<file path="config.mk">
export PLATFORM = sky130hd
export DESIGN_NAME = enemy_march_ctrl_flat
export DESIGN_NICKNAME = d
export VERILOG_FILES = /design/src/rtl/space_invaders_pkg.sv /design/src/rtl/enemy_march_ctrl_if.sv /design/src/rtl/frame_tick_sync.sv /design/src/rtl/enemy_march_ctrl.sv /design/src/flat_wrapper.sv
export SDC_FILE = /design/constraint.sdc
export NUM_CORES = 1
export LEC_CHECK = 0
export CAP_MARGIN = 5
export CORE_ASPECT_RATIO = 1.4
export CORE_UTILIZATION = 38
export CTS_BUF_LIST = sky130_fd_sc_hd__clkbuf_8
export DETAILED_ROUTE_END_ITERATION = 16
export GPL_TIMING_DRIVEN = 0
export SYNTH_ARGS = -nofsm -noshare
export SYNTH_HDL_FRONTEND = slang
export SYNTH_HIERARCHICAL = 1
export SYNTH_SLANG_ARGS = --single-unit
</file>
<file path="constraint.sdc">
create_clock -name Clk -period 5 [get_ports Clk]
set_clock_uncertainty 0.05 [all_clocks]
set_input_delay 0.5 -clock Clk [delete_from_list [all_inputs] [get_ports Clk]]
set_output_delay 0.5 -clock Clk [all_outputs]
set_load 0.05 [all_outputs]
</file>
<file path="src/rtl/space_invaders_pkg.sv">
// Shared types and constants for the space-invaders fleet logic.
package space_invaders_pkg;

  localparam int SCREEN_W = 640;
  localparam int SCREEN_H = 480;

  localparam logic DIR_LEFT  = 1'b0;
  localparam logic DIR_RIGHT = 1'b1;

  typedef enum logic [2:0] {
    ST_IDLE    = 3'd0,
    ST_MARCH   = 3'd1,
    ST_DROP    = 3'd2,
    ST_CLEARED = 3'd3,
    ST_OVER    = 3'd4
  } march_state_t;

endpackage

</file>
<file path="src/rtl/enemy_march_ctrl_if.sv">
// Movement bus between the game-state logic, the march controller and the sprite array.
interface enemy_march_ctrl_if;
  import space_invaders_pkg::*;

  // game_start and hit are single-cycle pulses sampled on the next Clk edge; there is
  // no back-pressure, every outgoing signal is a registered level valid on every cycle.
  logic         game_start;
  logic         hit;
  logic         start;
  logic         enemy_direction_X;
  logic         enemy_direction_Y;
  logic         delete_enemies;
  logic [9:0]   fleet_x;
  logic [9:0]   fleet_y;
  logic [7:0]   alive;
  logic         wave_cleared;
  logic         game_over;
  march_state_t state_dbg;

  modport master (
    input  game_start, hit,
    output start, enemy_direction_X, enemy_direction_Y, delete_enemies,
    output fleet_x, fleet_y, alive, wave_cleared, game_over, state_dbg
  );

  modport slave (
    output game_start, hit,
    input  start, enemy_direction_X, enemy_direction_Y, delete_enemies,
    input  fleet_x, fleet_y, alive, wave_cleared, game_over, state_dbg
  );

endinterface

</file>
<file path="src/rtl/frame_tick_sync.sv">
// Brings the asynchronous frame strobe into the Clk domain as a one-cycle tick.
module frame_tick_sync (
  input  logic Clk,
  input  logic Reset,
  input  logic frame_clk,
  output logic tick
);

  logic s1_q, s2_q, s3_q;
  logic s1_d, s2_d, s3_d;

  always_comb begin
    s1_d = frame_clk;
    s2_d = s1_q;
    s3_d = s2_q;
  end

  always_ff @(posedge Clk or posedge Reset) begin
    if (Reset) begin
      s1_q <= 1'b0;
      s2_q <= 1'b0;
      s3_q <= 1'b0;
    end else begin
      s1_q <= s1_d;
      s2_q <= s2_d;
      s3_q <= s3_d;
    end
  end

  assign tick = s2_q & ~s3_q;

endmodule

</file>
<file path="src/rtl/enemy_march_ctrl.sv">
// Fleet march controller: mirrors the fleet bounding box, turns and drops it at the
// screen edges, counts kills and ends the wave on clear or on reaching the player line.
module enemy_march_ctrl
  import space_invaders_pkg::*;
#(
  parameter logic [9:0] FLEET_X0     = 10'd40,
  parameter logic [9:0] FLEET_Y0     = 10'd40,
  parameter logic [9:0] FLEET_WIDTH  = 10'd300,
  parameter logic [9:0] FLEET_HEIGHT = 10'd150,
  parameter logic [9:0] LEFT_BOUND   = 10'd0,
  parameter logic [9:0] RIGHT_BOUND  = 10'd639,
  parameter logic [9:0] LOSE_Y       = 10'd400,
  parameter logic [3:0] DROP_ROWS    = 4'd8,
  parameter logic [7:0] NUM_ENEMIES  = 8'd24
) (
  input  logic               Clk,
  input  logic               Reset,
  input  logic               frame_clk,
  enemy_march_ctrl_if.master bus
);

  localparam logic [2:0] S_IDLE    = 3'(ST_IDLE);
  localparam logic [2:0] S_MARCH   = 3'(ST_MARCH);
  localparam logic [2:0] S_DROP    = 3'(ST_DROP);
  localparam logic [2:0] S_CLEARED = 3'(ST_CLEARED);
  localparam logic [2:0] S_OVER    = 3'(ST_OVER);

  logic tick;

  frame_tick_sync u_sync (
    .Clk      (Clk),
    .Reset    (Reset),
    .frame_clk(frame_clk),
    .tick     (tick)
  );

  logic [2:0] state_q, state_d;
  logic [9:0] x_q, x_d;
  logic [9:0] y_q, y_d;
  logic [7:0] alive_q, alive_d;
  logic       dx_q, dx_d;
  logic       dy_q, dy_d;
  logic [3:0] cnt_q, cnt_d;
  logic       start_q, start_d;
  logic       del_q, del_d;
  logic       wc_q, wc_d;
  logic       go_q, go_d;
  logic       over_hit;

  always_comb begin
    state_d  = state_q;
    x_d      = x_q;
    y_d      = y_q;
    alive_d  = alive_q;
    dx_d     = dx_q;
    dy_d     = dy_q;
    cnt_d    = cnt_q;
    over_hit = 1'b0;

    if (bus.game_start) begin
      x_d     = FLEET_X0;
      y_d     = FLEET_Y0;
      alive_d = NUM_ENEMIES;
      dx_d    = DIR_RIGHT;
      dy_d    = 1'b0;
      cnt_d   = 4'd0;
      state_d = S_MARCH;
    end else if (state_q == S_MARCH || state_q == S_DROP) begin
      if (tick) begin
        // Mirror the step the sprites just took with the directions they were given.
        if (dx_q == DIR_RIGHT) x_d = x_q + 10'd1;
        else if (x_q != 10'd0) x_d = x_q - 10'd1;
        if (dy_q) y_d = y_q + 10'd1;

        if (state_q == S_MARCH) begin
          if (dx_q == DIR_RIGHT &&
              ({1'b0, x_d} + {1'b0, FLEET_WIDTH}) >= {1'b0, RIGHT_BOUND}) begin
            dx_d    = DIR_LEFT;
            dy_d    = 1'b1;
            cnt_d   = DROP_ROWS;
            state_d = S_DROP;
          end else if (dx_q == DIR_LEFT && x_d <= LEFT_BOUND) begin
            dx_d    = DIR_RIGHT;
            dy_d    = 1'b1;
            cnt_d   = DROP_ROWS;
            state_d = S_DROP;
          end
        end else begin
          cnt_d = cnt_q - 4'd1;
          if (cnt_d == 4'd0) begin
            dy_d    = 1'b0;
            state_d = S_MARCH;
          end
        end

        over_hit = ({1'b0, y_d} + {1'b0, FLEET_HEIGHT}) >= {1'b0, LOSE_Y};
      end

      if (bus.hit && alive_q != 8'd0) alive_d = alive_q - 8'd1;

      // Killing the last enemy wins even if the fleet touches the line on the same frame.
      if (bus.hit && alive_d == 8'd0) state_d = S_CLEARED;
      else if (over_hit)               state_d = S_OVER;
    end
  end

  always_comb begin
    start_d = (state_d == S_MARCH) || (state_d == S_DROP);
    del_d   = (state_d == S_CLEARED) || (state_d == S_OVER);
    wc_d    = (state_d == S_CLEARED);
    go_d    = (state_d == S_OVER);
  end

  always_ff @(posedge Clk or posedge Reset) begin
    if (Reset) begin
      state_q <= S_IDLE;
      x_q     <= FLEET_X0;
      y_q     <= FLEET_Y0;
      alive_q <= NUM_ENEMIES;
      dx_q    <= DIR_RIGHT;
      dy_q    <= 1'b0;
      cnt_q   <= 4'd0;
      start_q <= 1'b0;
      del_q   <= 1'b0;
      wc_q    <= 1'b0;
      go_q    <= 1'b0;
    end else begin
      state_q <= state_d;
      x_q     <= x_d;
      y_q     <= y_d;
      alive_q <= alive_d;
      dx_q    <= dx_d;
      dy_q    <= dy_d;
      cnt_q   <= cnt_d;
      start_q <= start_d;
      del_q   <= del_d;
      wc_q    <= wc_d;
      go_q    <= go_d;
    end
  end

  assign bus.start             = start_q;
  assign bus.enemy_direction_X = dx_q;
  assign bus.enemy_direction_Y = dy_q;
  assign bus.delete_enemies    = del_q;
  assign bus.fleet_x           = x_q;
  assign bus.fleet_y           = y_q;
  assign bus.alive             = alive_q;
  assign bus.wave_cleared      = wc_q;
  assign bus.game_over         = go_q;
  assign bus.state_dbg         = march_state_t'(state_q);

endmodule
</file>
<file path="src/flat_wrapper.sv">
// flat-port wrapper written by rule: the top's interface ports become plain ports
module enemy_march_ctrl_flat import space_invaders_pkg::*;
#(
  parameter logic [9:0] FLEET_X0     = 10'd40,
  parameter logic [9:0] FLEET_Y0     = 10'd40,
  parameter logic [9:0] FLEET_WIDTH  = 10'd300,
  parameter logic [9:0] FLEET_HEIGHT = 10'd150,
  parameter logic [9:0] LEFT_BOUND   = 10'd0,
  parameter logic [9:0] RIGHT_BOUND  = 10'd639,
  parameter logic [9:0] LOSE_Y       = 10'd400,
  parameter logic [3:0] DROP_ROWS    = 4'd8,
  parameter logic [7:0] NUM_ENEMIES  = 8'd24
)
  (Clk, Reset, frame_clk, bus_game_start, bus_hit, bus_start, bus_enemy_direction_X, bus_enemy_direction_Y, bus_delete_enemies, bus_fleet_x, bus_fleet_y, bus_alive, bus_wave_cleared, bus_game_over, bus_state_dbg);
  enemy_march_ctrl_if bus_i ();
  input  logic Clk;
  input  logic Reset;
  input  logic frame_clk;
  input wire logic [$bits(bus_i.game_start)-1:0] bus_game_start;
  input wire logic [$bits(bus_i.hit)-1:0] bus_hit;
  output wire logic [$bits(bus_i.start)-1:0] bus_start;
  output wire logic [$bits(bus_i.enemy_direction_X)-1:0] bus_enemy_direction_X;
  output wire logic [$bits(bus_i.enemy_direction_Y)-1:0] bus_enemy_direction_Y;
  output wire logic [$bits(bus_i.delete_enemies)-1:0] bus_delete_enemies;
  output wire logic [$bits(bus_i.fleet_x)-1:0] bus_fleet_x;
  output wire logic [$bits(bus_i.fleet_y)-1:0] bus_fleet_y;
  output wire logic [$bits(bus_i.alive)-1:0] bus_alive;
  output wire logic [$bits(bus_i.wave_cleared)-1:0] bus_wave_cleared;
  output wire logic [$bits(bus_i.game_over)-1:0] bus_game_over;
  output wire logic [$bits(bus_i.state_dbg)-1:0] bus_state_dbg;
  assign bus_i.game_start = bus_game_start;
  assign bus_i.hit = bus_hit;
  assign bus_start = bus_i.start;
  assign bus_enemy_direction_X = bus_i.enemy_direction_X;
  assign bus_enemy_direction_Y = bus_i.enemy_direction_Y;
  assign bus_delete_enemies = bus_i.delete_enemies;
  assign bus_fleet_x = bus_i.fleet_x;
  assign bus_fleet_y = bus_i.fleet_y;
  assign bus_alive = bus_i.alive;
  assign bus_wave_cleared = bus_i.wave_cleared;
  assign bus_game_over = bus_i.game_over;
  assign bus_state_dbg = bus_i.state_dbg;
  enemy_march_ctrl #(.FLEET_X0(FLEET_X0), .FLEET_Y0(FLEET_Y0), .FLEET_WIDTH(FLEET_WIDTH), .FLEET_HEIGHT(FLEET_HEIGHT), .LEFT_BOUND(LEFT_BOUND), .RIGHT_BOUND(RIGHT_BOUND), .LOSE_Y(LOSE_Y), .DROP_ROWS(DROP_ROWS), .NUM_ENEMIES(NUM_ENEMIES)) u_core (.Clk(Clk), .Reset(Reset), .frame_clk(frame_clk), .bus(bus_i));
endmodule
</file>
==> results of run 1 <==
-- critical path: stages (launching register included) --
cell and delay, ps:
dfrtp_1 460, inv_1 150, ha_1 290, nor4b_1 810
a311oi_1 200, o31a_1 350, inv_1 80, ha_1 200
o21ai_0 170, nor4b_2 340, xor2_1 130, o211ai_2 300
a41oi_2 210, or3b_1 430, o21bai_2 120
-- power breakdown --
group	total [mW]	switching [mW]	leakage (nW)	internal (mW)
Combinational	0.292	0.191	0.901	0.101
Sequential	0.405	0.0261	0.569	0.379
Clock	0.321	0.123	0.0695	0.198
Total	1.02	0.341	1.54	0.678
-- kinds of logic (layout without fill, tap and decap cells) --
| group | count (synthesis) | in the layout | share of synthesized area |
|---|---|---|---|
| simple gates | 176 | 176 | 0.290 |
| compound gates | 90 | 90 | 0.201 |
| flops | 44 | 44 | 0.337 |
| buf+inv | 44 | 93 | 0.0547 |
| xor+xnor | 29 | 29 | 0.0771 |
| fa+ha+maj | 9 | 9 | 0.0342 |
| mux | 2 | 2 | 0.00608 |
-- state kept, by name, summed over array words and instances (netlist names), 3 cells and up --
| register | count |
|---|---|
| u_core/bus.fleet_y | 10 |
| u_core/cnt_q | 4 |
| u_core/bus.alive | 8 |
| u_core/bus.state_dbg | 3 |
| u_core/bus.fleet_x | 10 |
-- cell type report --
type,count,area [µm²],share of cell area
clock inverter,3,63.8,0.0161
timing repair buffer,41,410,0.104
multi-input combinational,306,2000,0.505
clock buffer,5,68.8,0.0174
sequential,44,1110,0.280
tap,102,128,0.0322
buffer,23,101,0.0256
inverter,21,78.8,0.0199
-- layer usage --
metal	track usage	wire length (µm)
met3	0.0317	369
met5	0	0
met1	0.240	3590
met2	0.373	4590
met4	0.0833	208
-- per-stage QoR --
stage,util,hold slack [ps],setup slack [ps]
detailed placement,0.462,286,687
global placement,0.462,293,688
CTS,0.478,317,688
finish,0.478,312,636
floorplan,-,204,1170
global route,0.478,322,248
-- cells in the mapped netlist, types with 3 or more instances --
library cell / n / area [µm²]
or3_1: 10 / 62.6
nand2_1: 30 / 113
or2_2: 4 / 25.0
a31oi_1: 8 / 50.1
dfstp_2: 7 / 184
o31a_1: 3 / 26.3
and2_1: 4 / 25.0
xnor2_1: 15 / 131
a211o_1: 3 / 26.3
clkbuf_1: 14 / 52.6
inv_1: 21 / 78.8
nor4_1: 5 / 31.3
and4_1: 3 / 26.3
nand4_1: 9 / 56.3
nor3_1: 21 / 105
a211oi_1: 3 / 22.5
o21a_1: 4 / 30.0
dfrtp_1: 37 / 926
xor2_1: 14 / 123
ha_1: 9 / 113
nor2_1: 44 / 165
buf_2: 6 / 30.0
nand3_1: 17 / 85.1
o21ai_0: 18 / 90.1
a21oi_1: 17 / 85.1
a21o_1: 3 / 22.5
nand2b_1: 9 / 56.3
-- worst max-delay path by stage --
| stage | startpoint | to | slack (ps) | cells after the start |
|---|---|---|---|---|
| after floorplan | u_core/bus.fleet_x[0] | u_core/bus.delete_enemies | 1170 | 14 |
| after global placement | u_core/bus.fleet_x[0] | u_core/bus.delete_enemies | 690 | 14 |
| after detailed placement | u_core/bus.fleet_x[0] | u_core/bus.delete_enemies | 690 | 14 |
| after CTS | u_core/bus.fleet_x[0] | u_core/bus.delete_enemies | 690 | 14 |
| after global routing | u_core/bus.fleet_x[0] | u_core/bus.delete_enemies | 250 | 14 |
| final | u_core/bus.fleet_x[0] | u_core/bus.delete_enemies | 640 | 14 |
==> results.cfg, run 1 <==
[global_routing]
antenna_found_initial = 0
grt_util_all_layers = 0.208
grt-ovfl-total = 0
grt_pass1_vias = 3004
grt_max_degree = 42
grt_pass1_wl_mm = 14.6

[floorplanning]
dieArea_mm2 = 0.00905
coreArea_mm2 = 0.00830
die_w_um = 80.7
ioPinCount = 42
start_util = 0.397
fp.dieH_um = 112
fp-row-count = 39

[sta]
period_needed_ps = 4360
tightest_slew_ps = 957
fin_crit_sh = 0.873
tns_ps = 0
finalSetupViolCount = 0
rsz0062_at_grt = false
relSlewSlack = 0.353
fmax_mhz = 229
hold_viol = 0
slew_violations = 0

[synthesis]
synth_nets = 408
syn_avg_cell_area_um2 = 8.36
yosys.cell_types.count = 74
synth-warning-count = 6
ys_seq_area_frac = 0.337
yosys_register_bits = 44
ys.flop_type = dfrtp_1
syn-cell-area_mm2 = 0.00329
synthCells = 394
async_flop_share = 1.00
synth_edf_count = 0

[place]
dp_hpwl_mm = 6.61
placed_area_mm2 = 0.00383
portBuffers = 41
dp.cells = 537
gp_congestion = 0.909

[job]
maxCapViolCount = 0

[critical_path]
critical_path_class = reg2reg
end_kind = register
rr_endpoint = u_core/bus.delete_enemies
cp-start-kind = register
critPathArrivalTime_ps = 4550
r2r_cells = 14
crit_fanout = 9
r2r_start = u_core/bus.fleet_x[0]
ff2ff_setup_slack_ps = 640
crit_required_ps = 5190

[clocking]
clk_pin_slew_ps = 80
clock_latency_ps = 300
cts_tree = done
ctsHoldBuffers = 0
cts_buffer_depth = 2
cts_num_sinks = 44
post-cts-setup-buffers = 0
cts_buffers = 5
cts_resized = 0
root_buffer = clkbuf_8
htree_levels = 2

[hold_path]
hold_depth = 0
hp-class = reg2reg
min_from = u_core/u_sync/s1_q
hold_end = u_core/u_sync/s2_q

[detailed_routing]
drcViolationCount = 0
detail_route.vias_per_cell = 5.69
antenna_left = 0
wire_per_inst_um = 16.1
wl_mm = 8.75
first_iter_violations = 134
vias = 3099
drtPass1Iterations = 4

[cells_and_area]
layout_commonest_cell = nor2_1
drive_above_1_share = 0.102
final_cell_mix = 44 x nor2_1, 41 x clkdlybuf4s50_1, 37 x dfrtp_1
layout.cells.non_filler = 545
area_delta_synth_final_pct = 20.4
fillers = 856
final_cell_area_mm2 = 0.00396
antenna_cells = 0
nets = 456

[run_status]
status = finished clean

[pwr]
power_density_mw_per_mm2 = 257
power.total_mw = 1.02
ir_drop_mv = 0.188
total_leakage_power_nw = 1.54
No activity file was read; power rests on OpenSTA's default activity.
==> inputs of run 2 (changes only) <==
- MAX_ROUTING_LAYER: not set -> met4
==> run 2 against run 1 <==
  * Die area unchanged
  * Design area decreased by 0.16%
  * Clock power decreased by 6%
  * Maximum frequency about the same
  * Worst hold slack got worse by 2.2 ps
  * Sequential power about the same
  * Register-to-register slack about the same
  * Largest cell class unchanged
  * Combinational power about the same
  * Sequential share of layout area about the same
  * Critical path depth unchanged
==> results.cfg, run 2 (synthesized netlist as in run 1, its figures left out) <==
[global_routing]
grt_util_all_layers = 0.214
antenna_found_initial = 0
grt-ovfl-total = 0
grt_max_degree = 42
grt_pass1_wl_mm = 14.6
grt_pass1_vias = 2988

[cells_and_area]
nets = 456
layout.cells.non_filler = 545
final_core_util = 0.477
area_delta_synth_final_pct = 20.2
final_cell_mix = 44 x nor2_1, 41 x clkdlybuf4s50_1, 37 x dfrtp_1
layout_commonest_cell = nor2_1
antenna_cells = 0
drive_above_1_share = 0.104

[critical_path]
worstSetupStartpoint = u_core/bus.fleet_x[0]
cp_slowest_stage_delay_ps = 770
critPathTopFamily = compound AO/OA/AOI/OAI gates
end_kind = register
r2r_start = u_core/bus.fleet_x[0]
crit_required_ps = 5180
crit_fanout = 9
critical_path_class = reg2reg
critPathArrivalTime_ps = 4550
worstPathCellList = inv_1 > ha_1 > nor4b_1 > a311oi_1 > o31a_1 > inv_1 > ha_1 > o41a_1 > o2111ai_1 > nand4_1 > o211ai_2 > a41oi_2 > or3b_1 > o21bai_2
crit_slowest_cell = nor4b_1
crit_buf_inv = 2
cp-start-kind = register

[detailed_routing]
wire_per_inst_um = 16.2
antenna_left = 0
detail_route.vias_per_cell = 5.73
wl_mm = 8.84
drcViolationCount = 0
first_iter_violations = 199
vias = 3124
drtPass1Iterations = 4

[place]
dp_hpwl_mm = 6.68
gp_congestion = 0.917
portBuffers = 41
dp.cells = 537

[hold_path]
min_from = u_core/u_sync/s1_q
hp-class = reg2reg

[pwr]
power_density_mw_per_mm2 = 253
ir_drop_mv = 0.193
total_leakage_power_nw = 1.53

[clocking]
cts_buffers = 5
clk_pin_slew_ps = 80
ctsHoldBuffers = 0
cts_num_sinks = 44
cts_buffer_depth = 2
cts_tree = done
root_buffer = clkbuf_8
post-cts-setup-buffers = 0
clock_latency_ps = 310
cts_resized = 0
htree_levels = 2

[job]
maxCapViolCount = 0

[floorplanning]
start_util = 0.397
ioPinCount = 42
coreArea_mm2 = 0.00830
dieArea_mm2 = 0.00905
die_w_um = 80.7
fp.dieH_um = 112
fp-row-count = 39

[sta]
fin_crit_sh = 0.874
hold_viol = 0
tns_ps = 0
fmax_mhz = 229
relSlewSlack = 0.387
rsz0062_at_grt = false
finalSetupViolCount = 0
tightest_slew_ps = 907
period_needed_ps = 4370
slew_violations = 0
fin_hold_ws_ps = 309

[run_status]
status = finished clean
==> run 2: changes by cell type in the layout (fill, tap and decap cells not counted) <==
| cell | before | now |
|---|---|---|
| clkbuf_8 | 5 | 7 |
| bufinv_16 | 2 | 1 |
| inv_1 | 21 | 20 |
==> run 2: layout make-up <==
class	count	area, µm²
Timing Repair Buffer	41	410
Buffer	23	101
Sequential cell	44	1110
Clock inverter	1	30.0
Inverter	21	78.8
Multi-Input combinational cell	306	2000
Tap cell	102	128
Clock buffer	7	96.3
Fill cell	845	4340
==> run 2: worst paths after layout <==
path / slack [ps] / cells after the start / endpoint
setup / recovery: 630 / 14 / u_core/bus.delete_enemies
setup reg to reg: 630 / 14 / u_core/bus.delete_enemies
hold / removal: 310 / 0 / u_core/u_sync/s2_q
hold reg to reg: 310 / 0 / u_core/u_sync/s2_q
max in group asynchronous: 3690 / 2 / u_core/bus.fleet_y[4]
min in group asynchronous: 350 / 2 / u_core/u_sync/s1_q
==> run 2: stage by stage <==
stage	area, µm²	total power [mW]	worst slack [ps]
6_report	3960	1.00	632
5_1_grt	3960	1.05	368
4_1_cts	3960	1.01	649
2_1_floorplan	3290	0.619	1170
3_3_place_gp	3830	0.700	684
3_5_place_dp	3830	0.704	671
==> run 2: per-layer routing <==
metal	vias to the layer above	routed length [µm]	part of all wire	GRT usage
li1	1517	-	-	-
met1	1503	3580	0.40	0.244
met2	87	4700	0.53	0.373
met3	17	376	0.043	0.0244
met4	0	189	0.021	0.0833
met5	-	0	0	-
==> run 2: where the power goes <==
part | switching (mW) | internal, mW | leakage [nW]
clock network | 0.127 | 0.176 | 0.0645
registers | 0.0260 | 0.379 | 0.569
logic | 0.191 | 0.101 | 0.901
total | 0.344 | 0.656 | 1.53
==> inputs of run 3 (changes only) <==
- SYNTH_HIERARCHICAL: 1 -> not set
==> run 3 against run 2 <==
  * Synthesized cell count increased by 1.3%
  * Global-route usage up 0.094 points
  * Final cell count rose by 1.1%
  * Critical path depth grew 1
  * Non-clock buffer count up 2
  * Design area grew 0.28%
  * Area after synthesis is 1.5% lower
  * First-iteration DRC count shrank 15%
==> results.cfg, run 3 <==
[clocking]
cts_num_sinks = 44
cts_buffer_depth = 2
cts_buffers = 5
cts_tree = done
ctsHoldBuffers = 0
clk_pin_slew_ps = 90
clock_latency_ps = 300
post-cts-setup-buffers = 0
htree_levels = 2
cts_resized = 0
root_buffer = clkbuf_8

[synthesis]
ys.flop_type = dfrtp_1
synth_area_leaders = dfrtp_1 29%, nor2_1 6.2%, dfstp_2 5.7%
ys_seq_area_frac = 0.342
yosys.cell_types.count = 64
yosysMostFrequentCell = nor2_1
synth-warning-count = 0
synth.area.mux_share = 0.00617
synth_nets = 413
synthCells = 399
async_flop_share = 1.00
synthSimpleGateAreaFrac = 0.289
yosys_register_bits = 44
yosys.area_share.xor_xnor = 0.0729
synth-compound-area-share = 0.204
yosys.area.top_type_share = 0.285
synth_top_family_by_area = simple AND/OR/NAND/NOR gates
syn_avg_cell_area_um2 = 8.13
synth_area_leader_cell = dfrtp_1
synthAdderAreaFrac = 0.0347
syn-cell-area_mm2 = 0.00324
synth_edf_count = 0
synth.cells.most_frequent = 54 x nor2_1, 37 x dfrtp_1, 28 x nand2_1, 24 x nor3_1, 20 x clkbuf_1

[cells_and_area]
area_delta_synth_final_pct = 22.3
final_cell_area_mm2 = 0.00397
fillers = 796
antenna_cells = 0
final_cell_mix = 54 x nor2_1, 41 x clkdlybuf4s50_1, 37 x dfrtp_1
nets = 462
drive_above_1_share = 0.0690
layout_commonest_cell = nor2_1
final_core_util = 0.484

[detailed_routing]
drtPass1Iterations = 5
first_iter_violations = 170
wl_mm = 8.69
drcViolationCount = 0
detail_route.vias_per_cell = 5.62
vias = 3098
antenna_left = 0
wire_per_inst_um = 15.8

[place]
portBuffers = 41
placed_area_mm2 = 0.00381
gp_congestion = 0.886
dp_hpwl_mm = 6.49

[pwr]
power.total_mw = 1.50
p_switching_mw = 0.615
total_leakage_power_nw = 1.54
ir_drop_mv = 0.280
comb_power_share = 0.440
p_sw_frac = 0.410
power_density_mw_per_mm2 = 378
seqPwrFrac = 0.305
intPower_mw = 0.885
p_clk_frac = 0.254

[sta]
tightest_slew_ps = 1120
fin_crit_sh = 0.903
finalSetupViolCount = 0
slew_violations = 0
fmax_mhz = 221
period_needed_ps = 4520
rsz0062_at_grt = false
hold_viol = 0
tns_ps = 0
fin_hold_ws_ps = 324
relSlewSlack = 0.246

[critical_path]
crit_slowest_cell = nor3_1
crit_fanout = 10
end_kind = register
critPathArrivalTime_ps = 4670
crit_required_ps = 5150
worstPathCellList = clkbuf_1 > nor3_1 > a311oi_1 > o31ai_1 > ha_1 > nor2_1 > nor4b_1 > a22o_1 > a2111oi_4 > a2bb2o_4 > a211oi_2 > o21ai_2 > a21o_1 > or2_1 > and3_1
crit_buf_inv = 1
critical_path_class = reg2reg
ff2ff_setup_slack_ps = 480
cp_slowest_stage_delay_ps = 670
critPathTopFamily = compound AO/OA/AOI/OAI gates
cp-start-kind = register

[job]
maxCapViolCount = 0

[global_routing]
antenna_found_initial = 0
grt_max_degree = 24
grt_util_all_layers = 0.215
grt_pass1_vias = 3038
grt-ovfl-total = 0
grt_pass1_wl_mm = 14.7

[floorplanning]
dieArea_mm2 = 0.00892
coreArea_mm2 = 0.00820
fp-row-count = 39
die_w_um = 80.1
fp.dieH_um = 111
start_util = 0.396
ioPinCount = 42

[hold_path]
hp-class = reg2reg

[run_status]
status = finished clean
==> run 3: cell types whose count changed in the layout (fill, tap and decap cells not counted), moves of 5 or more <==
cell	previous run	this run
nor2_1	44	54
a211oi_1	3	10
a31oi_1	8	2
clkbuf_1	14	20
and3_1	1	6
buf_2	6	1
nor2b_1	1	6
o31ai_1	1	6
==> run 3: worst paths after layout <==
| check | from | endpoint | depth (start not counted) |
|---|---|---|---|
| max in group asynchronous | Reset | u_core.bus.fleet_x[3] | 3 |
| worst max-delay path | u_core.bus.fleet_x[5] | u_core.bus.start | 15 |
| worst min-delay path | u_core.u_sync.s1_q | u_core.u_sync.s2_q | 0 |
| worst min register to register | u_core.u_sync.s1_q | u_core.u_sync.s2_q | 0 |
| min in group asynchronous | Reset | u_core.bus.enemy_direction_Y | 2 |
| worst max register to register | u_core.bus.fleet_x[5] | u_core.bus.start | 15 |
==> run 3: worst reg2reg max path, delay by kind of cell (launching register included) <==
family                     cells  cell delay [ps]
AOI/OAI and AO/OA              8             2170
and+or+nand+nor                5             1300
DFF                            1              380
adders and majority gates      1              330
buffers and inverters          1              200
==> run 3: power groups by stage <==
stage	combinational, mW	sequential (mW)	clock, mW
floorplan	0.335	0.599	0
global placement	0.647	0.462	0
detailed placement	0.655	0.463	0
CTS	0.660	0.457	0.389
global route	0.719	0.466	0.401
finish	0.660	0.458	0.381
==> run 3: through the flow <==
step	std cells	worst slack [ps]
6_report	551	483
5_1_grt	551	138
4_1_cts	551	489
3_5_place_dp	543	497
3_3_place_gp	542	592
2_1_floorplan	399	848
==> run 3: kinds of logic after synthesis <==
kind of cell             Yosys count
AND/OR/NAND/NOR                  185
AO/OA/AOI/OAI                     90
flip-flops                        44
buffers and inverters             42
XOR/XNOR                          27
adder cells (fa/ha/maj)            9
multiplexers                       2
==> run 3: final cells by class <==
cell class / count / area [µm²] / area share
Inverter: 18 / 67.6 / 0.0170
Clock buffer: 5 / 68.8 / 0.0173
Multi-Input combinational cell: 313 / 1970 / 0.496
Timing Repair Buffer: 42 / 438 / 0.110
Buffer: 24 / 98.8 / 0.0249
Sequential cell: 44 / 1110 / 0.280
Tap cell: 102 / 128 / 0.0322
Clock inverter: 3 / 90.1 / 0.0227
==> run 3: per-layer routing <==
layer / wire, µm / vias up / part of all wire / track usage
li1: - / 1530 / - / -
met2: 4430 / 84 / 0.51 / 0.361
met4: 125 / 0 / 0.014 / 0.0595
met3: 348 / 11 / 0.040 / 0.0238
met5: 0 / - / 0 / -
met1: 3790 / 1473 / 0.44 / 0.270
